==> config.mk <==
export PLATFORM = sky130hd
export DESIGN_NAME = rr_quota_arbiter
export DESIGN_NICKNAME = d
export VERILOG_FILES = /design/src/rtl/rr_quota_arbiter.sv
export SDC_FILE = /design/constraint.sdc
export NUM_CORES = 1
export LEC_CHECK = 0
export ABC_AREA = 1
export CAP_MARGIN = 10
export CORE_UTILIZATION = 45
export CTS_BUF_LIST = sky130_fd_sc_hd__clkbuf_8
export DETAILED_ROUTE_END_ITERATION = 8
export HOLD_SLACK_MARGIN = 0.03
export PLACE_DENSITY = 0.66
export RECOVER_POWER = 50
export SETUP_SLACK_MARGIN = 0.5
export SYNTH_ARGS = -nofsm -noshare
export SYNTH_HDL_FRONTEND = slang
export SYNTH_SLANG_ARGS = --single-unit
==> constraint.sdc <==
create_clock -name clock_i -period 2.4 [get_ports clock_i]
set_input_delay 0.72 -clock clock_i [delete_from_list [all_inputs] [get_ports clock_i]]
set_output_delay 0.72 -clock clock_i [all_outputs]
set_load 0.02 [all_outputs]
==> src/rtl/rr_quota_arbiter.sv <==
// Round-robin arbiter with a per-grant hold quota: one registered, one-hot grant at a time.
// An owner is forced off after MAX_HOLD cycles only when another requester is waiting.
module rr_quota_arbiter #(
    parameter int NREQ     = 4,
    parameter int MAX_HOLD = 8
) (
    input  logic                                clock_i,
    input  logic                                reset_i,
    input  logic [NREQ-1:0]                     req_i,
    output logic [NREQ-1:0]                     grant_o,
    output logic                                grant_valid_o,
    output logic [((NREQ > 1) ? $clog2(NREQ) : 1)-1:0] grant_id_o,
    output logic                                expired_o
);
    localparam int IDW = (NREQ > 1) ? $clog2(NREQ) : 1;

    typedef enum logic [0:0] {
        ST_IDLE  = 1'b0,
        ST_GRANT = 1'b1
    } state_t;

    state_t          state_q;
    logic [IDW-1:0]  owner_q;
    logic [IDW-1:0]  ptr_q;
    logic [7:0]      cnt_q;
    logic [NREQ-1:0] grant_q;
    logic            grant_valid_q;
    logic [IDW-1:0]  grant_id_q;
    logic            expired_q;

    logic            pick_found_d;
    logic [IDW-1:0]  pick_id_d;
    logic [IDW-1:0]  ptr_d;
    logic            others_d;

    function automatic logic [NREQ-1:0] onehot(input logic [IDW-1:0] id);
        logic [NREQ-1:0] v;
        v     = '0;
        v[id] = 1'b1;
        return v;
    endfunction

    // Rotated priority search starting at ptr_q; first hit wins.
    always_comb begin
        logic [IDW-1:0] idx;
        pick_found_d = 1'b0;
        pick_id_d    = '0;
        for (int i = 0; i < NREQ; i++) begin
            idx = IDW'((int'(ptr_q) + i) % NREQ);
            if (!pick_found_d && req_i[idx]) begin
                pick_found_d = 1'b1;
                pick_id_d    = idx;
            end else begin
                pick_found_d = pick_found_d;
            end
        end
    end

    // Pointer after a release, and whether anyone besides the owner is waiting.
    always_comb begin
        others_d = |(req_i & ~onehot(owner_q));
        if (owner_q == IDW'(NREQ - 1)) begin
            ptr_d = '0;
        end else begin
            ptr_d = owner_q + IDW'(1);
        end
    end

    // Arbitration FSM with registered outputs.
    always_ff @(posedge clock_i) begin
        if (reset_i) begin
            state_q       <= ST_IDLE;
            owner_q       <= '0;
            ptr_q         <= '0;
            cnt_q         <= 8'd0;
            grant_q       <= '0;
            grant_valid_q <= 1'b0;
            grant_id_q    <= '0;
            expired_q     <= 1'b0;
        end else begin
            case (state_q)
                ST_IDLE: begin
                    expired_q <= 1'b0;
                    if (pick_found_d) begin
                        state_q       <= ST_GRANT;
                        owner_q       <= pick_id_d;
                        cnt_q         <= 8'd1;
                        grant_q       <= onehot(pick_id_d);
                        grant_valid_q <= 1'b1;
                        grant_id_q    <= pick_id_d;
                    end else begin
                        grant_q       <= '0;
                        grant_valid_q <= 1'b0;
                        grant_id_q    <= '0;
                    end
                end
                ST_GRANT: begin
                    if (!req_i[owner_q]) begin
                        state_q       <= ST_IDLE;
                        ptr_q         <= ptr_d;
                        grant_q       <= '0;
                        grant_valid_q <= 1'b0;
                        grant_id_q    <= '0;
                        expired_q     <= 1'b0;
                    end else if (cnt_q < 8'(MAX_HOLD)) begin
                        cnt_q     <= cnt_q + 8'd1;
                        expired_q <= 1'b0;
                    end else if (others_d) begin
                        // Quota reached under contention: yield with an expiry pulse.
                        state_q       <= ST_IDLE;
                        ptr_q         <= ptr_d;
                        grant_q       <= '0;
                        grant_valid_q <= 1'b0;
                        grant_id_q    <= '0;
                        expired_q     <= 1'b1;
                    end else begin
                        expired_q <= 1'b0;
                    end
                end
                default: begin
                    state_q       <= ST_IDLE;
                    grant_q       <= '0;
                    grant_valid_q <= 1'b0;
                    grant_id_q    <= '0;
                    expired_q     <= 1'b0;
                end
            endcase
        end
    end

    assign grant_o       = grant_q;
    assign grant_valid_o = grant_valid_q;
    assign grant_id_o    = grant_id_q;
    assign expired_o     = expired_q;

endmodule

==> results.yml <==
timing:
  worst_pin_slew_ps: 328
  rsz0062_at_grt: "yes"
  final.setup.tns_ps: 0
  drv_slew: 0
  setup_viol: 0
  fmax_mhz: 504
  final-hold-violation-count: 0
  max-slew-margin-rel_pct: 78.1
  post-route-period-util_pct: 82.7
  clock_skew_ps: 6.09
  whs_ps: 455
  period_minus_slack_ps: 1990
setup_path:
  worstSetupEndpointType: "flop"
  r2r_end: "cnt_q[2]$_SDFFE_PP0P_"
  cpMostUsedCell: "nand2_1"
  crit_buf_inv: 1
  slowest_delay_ps: 260
  reg2reg_depth: 11
  crit_chain: "dlygate4sd2_1, nand2_1, nand2_2, nand2_1, nand2_4, nor2_8, nand3b_4, nand2_1, nand2_4, a21oi_2, nor2_1"
  regToRegSetupSlack_ps: 580
  worstPathMaxFanout: 8
  crit_slowest_cell: "dlygate4sd2_1"
  cp-start-kind: "input port"
  reg2reg_from: "ptr_q[0]$_SDFFE_PP0P_"
  worstPathRequired_ps: 2560
  path_class: "in2reg"
  critPathTopFamily: "simple AND/OR/NAND/NOR gates"
  worstPathArrival_ps: 2140
power:
  leakagePower_nw: 0.709
  clockPowerShare_pct: 13.2
  p_per_area_nw_per_um2: 1160
  netSwitchingPower_w: 0.000859
  p_int_w: 0.000912
  p_seq_share_pct: 28.8
  switching_share_pct: 48.5
  p_comb_share_pct: 57.9
  vdd_ir_drop_max_v: 0.000875
finish:
  layout_commonest_cell: "nand2_1"
  drive_above_1_share_pct: 29.8
  final_cell_mix: "nand2_1, dfxtp_1, inv_1, nand2_2, dlygate4sd2_1"
  fin_nets: 203
  syn_to_final_growth_pct: 21.7
  final_util_pct: 59.6
  diodes: 0
logic_synthesis:
  synth_ff_type: "dfxtp_1"
  synthCells: 171
  yosys.cell_types.count: 27
  synth.cell_area_um2: 1260
  ys_ff_latch: 21
  ys_warn_count: 0
  ys_seq_area_share_pct: 33.4
  synth_area_per_cell_um2: 7.35
  synth_edf_count: 0
  syn_nets: 182
  ys_async_sr_fraction_pct: 0
die:
  ioPinCount: 14
  die_h_um: 54.9
  dieArea_um2: 3010
  coreArea_um2: 2570
  start_util_pct: 49.0
  row_count: 18
  die-width_um: 54.9
worst_hold_path:
  hold_start: "grant_o[1]$_SDFFE_PP0P_"
  whs_path_depth: 2
  holdPathEnd: "grant_o[1]$_SDFFE_PP0P_"
  hp-class: "reg2reg"
clock_network:
  path_clk_slew_ps: 80
  clockBufferDepth: 2
  hold_buffers: 0
  clock-root-buffer: "clkbuf_8"
  htreeDepth: 1
  cts.sinks: 21
  insertion_delay_ps: 260
  cts_made_buffers: 3
  cts_tree: "done"
detailed_routing:
  routedWlPerCell_um: 11.7
  first_pass_iters: 4
  vias: 1120
  drt-initial-drc-count: 12
  drc: 0
  via_per_inst: 5.07
  drt-total-wl_mm: 2.58
  drtAntennaViolNets: 0
run_status:
  status: "finished, final reports clean"
placement:
  gp_congestion: 0.770
  dp_hpwl_mm: 2.00
  io_buffers: 13
grt:
  grt_pass1_vias: 1050
  antenna_found_initial: 0
  grt_pass1_wl_mm: 4.11
  grt_max_degree: 14
  overflow: 0
  grt.total_usage_pct: 19.1
run:
  drv_cap: 0
[power by group through the flow]
stage | Clock [W] | Sequential (W) | Combinational [W]
after floorplan | 0 | 0.000547 | 0.000693
after global placement | 0 | 0.000513 | 0.000943
after global routing | 0.000256 | 0.000522 | 0.00114
after detailed placement | 0 | 0.000519 | 0.000958
final | 0.000234 | 0.000511 | 0.00103
after CTS | 0.000244 | 0.000509 | 0.00104
[worst min-delay path, stage by stage, from the launching register on]
cell,delay [ps]
dfxtp_1,310
nand2_1,50
o21ai_1,50
[kinds of logic (layout without fill, tap and decap cells)]
group / count (synthesis) / in the layout / share of synthesized area, %
flops: 21 / 21 / 33.4
simple gates: 96 / 96 / 42.3
fa+ha+maj: 5 / 5 / 4.98
compound gates: 26 / 26 / 11.8
buf+inv: 23 / 43 / 7.46
[state kept, by name, summed over array words and instances, names as in the netlist]
signal         cells
cnt_q              8
grant_o            4
grant_id_o         2
owner_q            2
ptr_q              2
expired_o          1
grant_valid_o      1
state_q            1
[per-layer routing]
metal	up-vias	wire length (um)	share of wire (%)	track usage (%)
li1	597	-	-	-
met1	507	1210	47	21.9
met2	14	1300	50	35.5
met3	2	63	2.4	5.00
met4	0	10	0.39	2.56
met5	-	0	0	0
[worst max-delay path by stage]
stage                   from                 endpoint  slack [ps]  depth (start not counted)
global placement    req_i[1]  owner_q[1]$_SDFFE_PP0P_          20                         12
global route        req_i[3]    cnt_q[0]$_SDFFE_PP0P_         270                         11
detailed placement  req_i[1]  owner_q[1]$_SDFFE_PP0P_          40                         12
CTS                 req_i[3]  grant_o[3]$_SDFFE_PP0P_         620                         12
floorplan           req_i[0]    cnt_q[2]$_SDFFE_PP0P_         660                         10
finish              req_i[3]    cnt_q[2]$_SDFFE_PP0P_         410                         11
[synthesized netlist by cell type, types with 3 or more instances]
| master | count | area share, % |
|---|---|---|
| nand2_4 | 5 | 4.5 |
| dfxtp_1 | 21 | 33 |
| nor3_2 | 3 | 2.4 |
| inv_2 | 4 | 1.2 |
| nand3_1 | 6 | 2.4 |
| nand3_2 | 4 | 3.2 |
| nand2_1 | 48 | 14 |
| o21ai_1 | 5 | 2.0 |
| inv_1 | 17 | 5.1 |
| a21oi_1 | 10 | 4.0 |
| nor2_1 | 13 | 3.9 |
| nand2_2 | 8 | 4.0 |
| ha_1 | 5 | 5.0 |
| o21ai_0 | 4 | 1.6 |
[cell type report]
type	instances	area (um^2)
Tap cell	30	37.5
Fill cell	235	1040
Sequential cell	21	422
Multi-Input combinational cell	127	793
Clock buffer	3	41.3
Clock inverter	1	7.51
Inverter	21	78.8
Timing Repair Buffer	18	150
[metrics by stage]
| step | total power, W | setup WS, ps | instance area [um^2] | std cells |
|---|---|---|---|---|
| after floorplan | 0.00124 | 660 | 1260 | 171 |
| after global placement | 0.00146 | 23.5 | 1430 | 215 |
| after detailed placement | 0.00148 | 40.4 | 1430 | 215 |
| after CTS | 0.00179 | 621 | 1540 | 221 |
| after global routing | 0.00191 | 275 | 1530 | 221 |
| final | 0.00177 | 414 | 1530 | 221 |
[timing repair]
item / 4_1_cts / 5_1_grt
gates resized for setup: 31 / 6
pin swaps: 6 / 2
setup buffers: 2 / 0
endpoints found under the setup margin: 25 / 2
Note: power is estimated with default switching activity, not from simulation.
